<file path="config.mk">
export PLATFORM = sky130hd
export DESIGN_NAME = l2_data_ram_ctrl
export DESIGN_NICKNAME = d
export VERILOG_FILES = /design/src/rtl/l2_data_ram_ctrl.sv
export SDC_FILE = /design/constraint.sdc
export NUM_CORES = 1
export LEC_CHECK = 0
export ABC_AREA = 1
export BUFFER_PORTS_ARGS = -buffer_cell sky130_fd_sc_hd__buf_2
export CAP_MARGIN = 5
export CORE_AREA = 10 10 425 427
export DETAILED_ROUTE_END_ITERATION = 7
export DIE_AREA = 0 0 435 437
export GPL_ROUTABILITY_DRIVEN = 0
export GPL_TIMING_DRIVEN = 0
export PLACE_DENSITY = 0.38
export REMOVE_ABC_BUFFERS = 1
export SLEW_MARGIN = 5
export SYNTH_ARGS = -nofsm -noshare
export SYNTH_HDL_FRONTEND = slang
export SYNTH_SLANG_ARGS = --single-unit
</file>
<file path="constraint.sdc">
create_clock -name clk_i -period 25.1 [get_ports clk_i]
set_input_delay 2.51 -clock clk_i [delete_from_list [all_inputs] [get_ports clk_i]]
set_output_delay 2.51 -clock clk_i [all_outputs]
set_load 0.005 [all_outputs]
</file>
<file path="src/rtl/l2_data_ram_ctrl.sv">
// L2 data RAM controller: clears the single-port SRAM after reset, then serves
// byte-strobed writes and reads with a 2-entry in-order read-response FIFO.
module l2_data_ram_ctrl #(
  parameter int unsigned AW = 9,
  parameter int unsigned DW = 256,
  parameter int unsigned SW = DW / 8
) (
  input  logic          clk_i,
  input  logic          rst_i,
  input  logic          req_valid_i,
  output logic          req_ready_o,
  input  logic          req_we_i,
  input  logic [AW-1:0] req_addr_i,
  input  logic [DW-1:0] req_wdata_i,
  input  logic [SW-1:0] req_strob_i,
  output logic          rsp_valid_o,
  input  logic          rsp_ready_i,
  output logic [DW-1:0] rsp_rdata_o,
  output logic          init_done_o,
  output logic          ram_cs_o,
  output logic          ram_we_o,
  output logic [AW-1:0] ram_addr_o,
  output logic [DW-1:0] ram_wdata_o,
  output logic [SW-1:0] ram_strob_o,
  input  logic [DW-1:0] ram_rdata_i
);

  localparam int unsigned OCC_W = 3;

  typedef enum logic {
    INIT = 1'b0,
    RUN  = 1'b1
  } state_t;

  state_t          state;
  logic [AW-1:0]   init_cnt;
  logic [DW-1:0]   fifo_mem [2];
  logic            wr_ptr;
  logic            rd_ptr;
  logic [1:0]      cnt;
  logic            rd_pend;

  logic             run;
  logic             accept;
  logic             push;
  logic             pop;
  logic [OCC_W-1:0] occ;

  // Occupancy counts the read already in the SRAM pipe so the FIFO can never overflow.
  assign run         = (state == RUN) & ~rst_i;
  assign push        = rd_pend;
  assign pop         = rsp_valid_o & rsp_ready_i;
  assign occ         = OCC_W'(cnt) + OCC_W'(rd_pend) - OCC_W'(pop);
  assign req_ready_o = run & (occ < OCC_W'(2));
  assign accept      = req_valid_i & req_ready_o;
  assign init_done_o = run;
  assign rsp_valid_o = ~rst_i & (cnt != 2'd0);
  assign rsp_rdata_o = fifo_mem[rd_ptr];

  // SRAM port mux: clear sweep during INIT, pass-through of accepted requests in RUN.
  always_comb begin
    ram_cs_o    = 1'b0;
    ram_we_o    = 1'b0;
    ram_addr_o  = '0;
    ram_wdata_o = '0;
    ram_strob_o = '0;
    if (!rst_i) begin
      if (state == INIT) begin
        ram_cs_o    = 1'b1;
        ram_we_o    = 1'b1;
        ram_addr_o  = init_cnt;
        ram_strob_o = '1;
      end else begin
        ram_cs_o   = accept;
        ram_we_o   = req_we_i;
        ram_addr_o = req_addr_i;
        if (req_we_i) begin
          ram_wdata_o = req_wdata_i;
          ram_strob_o = req_strob_i;
        end
      end
    end
  end

  always_ff @(posedge clk_i) begin
    if (rst_i) begin
      state    <= INIT;
      init_cnt <= '0;
      cnt      <= 2'd0;
      wr_ptr   <= 1'b0;
      rd_ptr   <= 1'b0;
      rd_pend  <= 1'b0;
    end else begin
      if (state == INIT) begin
        init_cnt <= init_cnt + AW'(1);
        if (init_cnt == {AW{1'b1}}) begin
          state <= RUN;
        end
      end
      rd_pend <= accept & ~req_we_i;
      if (push) begin
        fifo_mem[wr_ptr] <= ram_rdata_i;
        wr_ptr           <= ~wr_ptr;
      end
      if (pop) begin
        rd_ptr <= ~rd_ptr;
      end
      cnt <= cnt + 2'(push) - 2'(pop);
      assert (!(push && !pop && (cnt == 2'd2)));
    end
  end

endmodule

</file>
; ---- Yosys cells after proc, flatten, opt, wreduce, memory -nomap -nowiden
; Memories as Yosys holds them, arrays and structs flattened. A register that Yosys moved wholly into a read port is not among the register bits.
; Index checks and enable logic that the tools add are counted.
[op_classes]
addsub = 5
bitwise = 10
reduce_logical = 1
n_eq_ne = 1
order_cmp = 1
mux = 19
[ops]
columns = operator, count
row1 = $mux 256, 3
row2 = $mux 32, 3
row3 = $mux 9, 2
row4 = $mux 1, 11
row5 = $add 9x1->9 const B, 1
row6 = $eq 9x9->1 const B, 1
row7 = $and 1x1->1, 6
row8 = $not 1->1, 4
row9 = $add 2x1->3, 1
row10 = $lt 3x2->1 const B, 1
row11 = $sub 3x1->3, 1
row12 = $add 2x1->2, 1
row13 = $reduce_bool 2->1, 1
row14 = $sub 2x1->2, 1
[totals]
n_memories = 1
elab_cells = 44
ram_bits = 512
input_bits = 558
reg_bits = 15
[memory_table]
columns = name, words, word_bits, rd, rd_ports_with_merged_regs, wr, line
row1 = fifo_mem, 2, 256, 1, 1, 1, 37  ; logic [DW-1:0] fifo_mem [2];

; ---- Depth between registers and ports, before layout
; Gate-level depths: netlist of the first run.
[depth]
word_depth = 9
ltp_mapped = 11
depth_no_buf = 11

; ---- Worst setup path after synthesis of the first run
; Ideal clock, no wire load.
[synth_timing]
path_type = in2reg
from = in rst_i
to = mem fifo_mem[1][0] (enable)
required_ps = 23914
n_path_buf = 1
arrival_time_ps = 19806
setup_slack_ps = 4108
stages = 2
path_cell_list = buf_6 > nor3_1
[synth_via]
elab_chain_cells = 2
[synth_rtl]
columns = element, line
row1 = "start, declared", 9  ; input logic rst_i,
row2 = $mux 1, 86  ; if (rst_i) begin
row3 = $mux 1 (implied by the code), 102  ; fifo_mem[wr_ptr] <= ram_rdata_i;
row4 = "end, declared", 37
; No other way between the ends.

; ---- Worst setup path in the final report of the first run
[layout_timing]
from = in rst_i
to = out ram_wdata_o[217]
[layout_via]
elab_chain_cells = 1
[layout_rtl]
columns = element, line
row1 = $mux 256, 67  ; if (!rst_i) begin
row2 = "end, declared", 23  ; output logic [DW-1:0] ram_wdata_o,
; No other way between the ends.

==> impl_metrics.py, run 1 <==
metrics = {
    "critical_path": {
        "crit_start": "rst_i",
        "r2r_end": "fifo_mem[1][22]",
        "cp.required_ns": 22.59,
        "crit_path_end_kind": "primary output",
        "startpoint_type": "input port",
        "reg2reg_from": "wr_ptr",
        "rrSetupSlack_ns": 21.92,
        "worstSetupPathType": "input port to primary output",
        "r2r_cells": 10,
        "cp-endpoint": "ram_wdata_o[217]",
        "worstPathMaxFanout": 53,
        "worstPathArrival_ns": 5.60,
    },
    "routing": {
        "vias": 17100,
        "first_pass_iters": 4,
        "ant_nets": 0,
        "postRouteWirelength_um": 144000,
        "wl_per_cell_um": 28.2,
        "drc_errors": 0,
        "post_drt_via_cell_ratio": 3.35,
        "drt_iter0_markers": 700,
    },
    "status": {
        "status": "finished clean",
    },
    "yosys": {
        "synth_top_family_by_area": "simple AND/OR/NAND/NOR gates",
        "postSynthCellCount": 1543,
        "synth.cell_area_mm2": 0.0235,
        "yosysTopAreaCell": "edfxtp_1",
        "synth_most_common_cell": "edfxtp_1",
        "synth_area_leaders": "edfxtp_1 65%, mux2_2 12%, nor2_4 9.6%",
        "synth_edf_count": 512,
        "synth_compound_area_share_pct": 0.516,
        "ys_warn_count": 0,
        "synthMuxAreaShare_pct": 12.2,
        "synth_top_area_share_pct": 65.3,
        "avgSynthCellArea_um2": 15.3,
        "synthXorXnorAreaFrac_pct": 0.0372,
        "seq_area_frac_synth_pct": 66.7,
        "synth_commonest_cells": "512 x edfxtp_1, 276 x inv_1, 256 x mux2_2",
        "synthDistinctLibCells": 28,
        "ys_seq_elements": 528,
        "synth-simple-area-share_pct": 12.7,
        "ys.flop_type": "edfxtp_1",
        "async_flop_share_pct": 0,
        "synth-adder-area-share_pct": 0.298,
    },
    "global_route": {
        "grt.overflow.total": 0,
        "grt_max_degree": 62,
        "antenna_found_initial": 149,
        "grt_pass1_vias": 17600,
        "track_usage_pct": 14.4,
        "grt_pass1_wl_um": 182000,
    },
    "cts": {
        "cts_buffer_depth": 3,
        "cts_tree": "built",
        "numCtsBuffers": 69,
        "cts_max_level": 3,
        "post_cts_buffers": 0,
        "clkTransAtPathRegs_ns": 0.06,
        "insertion_delay_ns": 0.65,
        "cts_resized": 0,
        "clkSinkCount": 528,
        "postCtsHoldBufs": 0,
        "clk_root_buffer_cell": "clkbuf_16",
    },
    "sta": {
        "hold_viol": 0,
        "rsz0062_at_grt": "no",
        "worst_pin_slew_ns": 1.36,
        "slew_headroom_pct": 8.89,
        "min_period_over_period_pct": 32.3,
        "final-setup-viol-count": 0,
        "finalMaxSlewViolations": 0,
        "max_freq_ghz": 0.123,
        "fin_crit_ns": 8.11,
        "skew_ns": 0.0380,
        "tns_ns": 0,
    },
    "power": {
        "powerDensity_mw_per_mm2": 59.4,
        "p_total_mw": 2.05,
        "p_leak_nw": 14.3,
        "ir_drop_uv": 49.5,
    },
    "die": {
        "io_pins": 1116,
        "core_mm2": 0.171,
        "fp.dieW_um": 435,
        "die_height_um": 437,
        "initial_utilization_pct": 13.7,
        "die-area_mm2": 0.190,
        "rows": 152,
    },
    "placed_design": {
        "dpl.hpwl_um": 126000,
        "portBuffers": 1115,
    },
    "finish": {
        "area_delta_synth_final_pct": 46.6,
        "fill_cells": 18700,
        "finish.utilization_pct": 20.1,
        "drive_gt1_share_pct": 62.7,
        "nets": 3279,
    },
    "run": {
        "maxCapViolCount": 0,
    },
    "worst_hold_path": {
        "hold_class": "flop to flop",
    },
}
per-stage QoR:
stage          hold WS [ns]  setup WS (ns)  cell area [um^2]  instances
6_report              0.474          16.99             34500       5102
5_1_grt               0.509          16.97             34500       5094
3_5_place_dp          0.468          17.13             32100       4955
2_1_floorplan         0.437           3.83             22800       1475
3_3_place_gp          0.456         -13.22             31300       4900
4_1_cts               0.478          17.13             34400       5074
routing by layer:
| metal | GRT usage (%) | vias up | share of wire (%) |
|---|---|---|---|
| li1 | - | 7572 | - |
| met5 | 0 | - | 0.23 |
| met4 | 6.80 | 50 | 5.2 |
| met3 | 4.99 | 401 | 7.2 |
| met1 | 11.0 | 8178 | 27 |
| met2 | 30.8 | 868 | 61 |
worst min path at each step:
| stage | endpoint | startpoint | depth (start not counted) | slack [ns] |
|---|---|---|---|---|
| final | wr_ptr | wr_ptr | 2 | 0.47 |
| after global routing | wr_ptr | wr_ptr | 2 | 0.51 |
| after CTS | wr_ptr | wr_ptr | 2 | 0.48 |
| after detailed placement | wr_ptr | wr_ptr | 2 | 0.47 |
| after global placement | wr_ptr | wr_ptr | 2 | 0.46 |
| after floorplan | wr_ptr | wr_ptr | 2 | 0.44 |
critical path, cell delays in order:
cell and delay [ns]:
buf_2 0.26, inv_8 0.18, nand2_4 0.10, inv_6 0.12, nand2_8 0.32, buf_16 0.45, nor2_1 1.11, buf_2 0.30
placed cells by master, fill, tap and decap left out, drive strengths merged:
cell         n
nand2       32
dfxtp       16
clkinv      22
o31ai        1
bufinv       8
fa           1
edfxtp     512
clkinvlp     3
nor4         1
nor2       342
buf       1170
xor2         1
nand4        1
o21ai       10
clkbuf      81
nand3        6
nor3         2
diode       28
inv        283
mux2       256
a21oi       12
ha           4
registers in the layout (all words and copies together), names as in the netlist, named ones only:
signal,flops
fifo_mem,512
init_cnt,9
cnt,2
push,1
rd_ptr,1
state,1
wr_ptr,1
final cells by class:
class	count	area [um^2]	area share [%]
flip-flops and latches	528	15700	45.5
repair buffers	1170	6420	18.6
multi-input cells	669	6080	17.6
well taps	2310	2890	8.37
clock buffers	81	1770	5.13
inverters	278	1060	3.06
clock inverters	38	527	1.53
diodes	28	70.1	0.203
cell families after synthesis:
group                    count (synthesis)
AO/OA/AOI/OAI                           23
XOR/XNOR                                 1
adder cells (fa/ha/maj)                  5
buffers and inverters                  346
flip-flops                             528
multiplexers                           256
AND/OR/NAND/NOR                        384
where the power goes:
group / internal (mW) / switching (mW)
sequential: 0.966 / 0.000330
combinational: 0.0372 / 0.0464
clock: 0.596 / 0.402
Note: power is estimated with default switching activity, not from simulation.
==> inputs of run 2 (changes only) <==
--- a/config.mk
+++ b/config.mk
@@ -5,15 +5,15 @@
 export SDC_FILE = /design/constraint.sdc
 export NUM_CORES = 1
 export LEC_CHECK = 0
-export ABC_AREA = 1
+export ABC_AREA = 0
 export BUFFER_PORTS_ARGS = -buffer_cell sky130_fd_sc_hd__buf_2
 export CAP_MARGIN = 5
-export CORE_AREA = 10 10 425 427
+export CORE_AREA = 10 10 430 432
 export DETAILED_ROUTE_END_ITERATION = 7
-export DIE_AREA = 0 0 435 437
+export DIE_AREA = 0 0 440 442
 export GPL_ROUTABILITY_DRIVEN = 0
 export GPL_TIMING_DRIVEN = 0
-export PLACE_DENSITY = 0.38
+export PLACE_DENSITY = 0.36
 export REMOVE_ABC_BUFFERS = 1
 export SLEW_MARGIN = 5
 export SYNTH_ARGS = -nofsm -noshare
==> constraint.sdc (replaced) <==
create_clock -name clk_i -period 8.05 [get_ports clk_i]
set_input_delay 0.805 -clock clk_i [delete_from_list [all_inputs] [get_ports clk_i]]
set_output_delay 0.805 -clock clk_i [all_outputs]
set_load 0.005 [all_outputs]
==> run 2 against run 1 <==
Compared with the run above: critical path type is now flop to primary output; sequential power rose to 3.1 times the previous value; synthesized cell count is 17% lower; flip-flop and latch count unchanged; worst hold slack got worse by 0.16 ns; synthesized area is 8.8% lower; final cell count decreased by 4.5%; core utilization shrank 1.4 points; sequential share of layout area grew 2.2 points.
==> impl_metrics.py, run 2 <==
metrics = {
    "global_route": {
        "grt_util_met2_pct": 26.6,
        "grt_busiest_layer": "met2",
        "grtUsageMet3_pct": 3.38,
        "grt.overflow.total": 0,
        "grt_pass1_vias": 16400,
        "antenna_found_initial": 106,
        "track_usage_pct": 13.8,
        "grt_max_degree": 155,
        "grt_pass1_wl_um": 177000,
        "use_met1_pct": 15.0,
    },
    "yosys": {
        "async_flop_share_pct": 0,
        "synth_top_area_share_pct": 71.6,
        "synth_commonest_cells": "512 x edfxtp_1, 257 x and3_1, 256 x mux2_2",
        "ys_warn_count": 0,
        "seq_area_frac_synth_pct": 73.1,
        "synth_edf_count": 512,
        "yosysTopAreaCell": "edfxtp_1",
        "synthDistinctLibCells": 34,
        "ys.flop_type": "edfxtp_1",
        "ys_seq_elements": 528,
        "postSynthCellCount": 1280,
        "synth_most_common_cell": "edfxtp_1",
        "synth_area_leaders": "edfxtp_1 72%, mux2_2 13%, and3_1 7.5%",
        "avgSynthCellArea_um2": 16.8,
        "synth.cell_area_mm2": 0.0215,
    },
    "finish": {
        "largest_register_ffs": 512,
        "final_common_cell": "buf_2",
        "top_register": "fifo_mem",
        "reg_top3": "fifo_mem: 512 flops, init_cnt: 9 flops, cnt: 2 flops",
        "nets": 3013,
        "drive_gt1_share_pct": 62.3,
        "area_delta_synth_final_pct": 53.3,
        "layout_common_cells": "1114 x buf_2, 512 x edfxtp_1, 257 x and3_1",
    },
    "critical_path": {
        "path_buf_inv": 4,
        "crit_family": "buffers and inverters",
        "startpoint_type": "flop",
        "worstSetupPathType": "flop to primary output",
        "cp_cell_sequence": "buf_12 > and2b_4 > buf_12 > buf_16 > and3_1 > buf_2",
        "slowest_delay_ns": 0.61,
        "worstPathMaxFanout": 91,
        "crit_path_end_kind": "primary output",
        "worstPathArrival_ns": 3.49,
        "cp.required_ns": 7.24,
        "crit_top_cell": "buf_12",
        "slowest_stage": "dfxtp_2",
    },
    "sta": {
        "min_period_over_period_pct": 53.3,
        "tns_ns": 0,
        "hold_viol": 0,
        "skew_ns": 0.0265,
        "rsz0062_at_grt": "no",
        "max_freq_ghz": 0.233,
        "final-setup-viol-count": 0,
        "finalMaxSlewViolations": 0,
        "setup_slack_ns": 3.76,
        "slew_headroom_pct": 31.8,
        "worst_pin_slew_ns": 1.02,
        "fin_crit_ns": 4.29,
    },
    "die": {
        "die-area_mm2": 0.194,
        "rows": 154,
        "io_pins": 1116,
        "core_mm2": 0.176,
        "initial_utilization_pct": 12.2,
        "die_height_um": 442,
        "fp.dieW_um": 440,
    },
    "cts": {
        "clk_root_buffer_cell": "clkbuf_16",
        "clkTransAtPathRegs_ns": 0.06,
        "cts_max_level": 3,
        "cts_buffer_depth": 3,
        "insertion_delay_ns": 0.68,
        "postCtsHoldBufs": 0,
        "cts_resized": 0,
        "clkSinkCount": 528,
        "numCtsBuffers": 72,
        "cts_tree": "built",
        "post_cts_buffers": 0,
    },
    "routing": {
        "postRouteWirelength_um": 142000,
        "wl_per_cell_um": 29.1,
        "post_drt_via_cell_ratio": 3.42,
        "first_pass_iters": 5,
        "vias": 16700,
        "drc_errors": 0,
        "drt_iter0_markers": 1150,
        "ant_nets": 0,
    },
    "power": {
        "powerDensity_mw_per_mm2": 197,
        "p_leak_nw": 14.1,
        "ir_drop_uv": 142,
        "p_total_mw": 6.48,
    },
    "run": {
        "maxCapViolCount": 0,
    },
    "placed_design": {
        "dpl.hpwl_um": 121000,
        "dpl_worst_slack_ns": 3.37,
        "portBuffers": 1115,
    },
    "worst_hold_path": {
        "hold_class": "input port to flop",
    },
    "status": {
        "status": "finished clean",
    },
}
run 2: cell type report:
| class | count | area [um^2] |
|---|---|---|
| multi-input combinational | 617 | 5180 |
| clock inverter | 44 | 508 |
| clock buffer | 86 | 1880 |
| fill | 19400 | 143000 |
| sequential | 528 | 15700 |
| timing repair buffer | 1192 | 6500 |
| inverter | 39 | 146 |
| antenna | 28 | 70.1 |
| tap | 2340 | 2930 |
run 2: logic make-up (layout without fill, tap and decap cells):
| group | after synthesis | count (layout) | synth area share (%) |
|---|---|---|---|
| DFF | 528 | 528 | 73.1 |
| and+or+nand+nor | 296 | 296 | 8.46 |
| muxes | 269 | 269 | 14.0 |
| buffers and inverters | 135 | 1361 | 2.79 |
| AOI/OAI and AO/OA | 41 | 41 | 1.01 |
| xor gates and xnor gates | 6 | 6 | 0.245 |
| adders and majority gates | 5 | 5 | 0.326 |
| other | 0 | 28 | 0 |
run 2: routing by layer:
layer	share of wire, %	vias to the layer above
met4	2.0	34
met3	6.6	233
li1	-	7302
met5	0.17	-
met1	36	8382
met2	55	724
run 2: worst reg2reg max path, cell delays in order, from the launching register on:
cell,delay (ns)
dfxtp_1,0.34
inv_1,0.09
nor3b_2,0.49
buf_4,0.26
buf_6,0.16
buf_6,0.18
buf_4,0.22
buf_4,0.24
buf_6,0.19
buf_4,0.23
buf_6,0.18
buf_4,0.22
buf_4,0.23
buf_6,0.16
buf_6,0.15
buf_6,0.16
run 2: power by group:
part / leakage [nW] / switching, mW / internal (mW) / total (mW)
Combinational: 8.24 / 0.126 / 0.110 / 0.236
Sequential: 4.73 / 0.00226 / 3.01 / 3.02
Clock: 1.15 / 1.32 / 1.91 / 3.23
run 2: worst paths after layout:
path / start / end / slack (ns) / depth (start not counted)
max: state / ram_wdata_o[69] / 3.76 / 6
min: ram_rdata_i[87] / fifo_mem[0][87] / 0.31 / 1
max reg2reg: push / fifo_mem[1][165] / 4.27 / 15
min reg2reg: rd_ptr / flop / 0.46 / 1
run 2: stage by stage:
stage / hold WS, ns / cell area [um^2] / std cells / utilization [%]
6_report: 0.310 / 32900 / 4874 / 18.7
5_1_grt: 0.240 / 32800 / 4848 / 18.7
4_1_cts: 0.213 / 32800 / 4846 / 18.7
3_5_place_dp: 0.452 / 30500 / 4716 / 17.3
3_3_place_gp: 0.450 / 29500 / 4639 / 16.8
2_1_floorplan: 0.438 / 21000 / 1184 / -
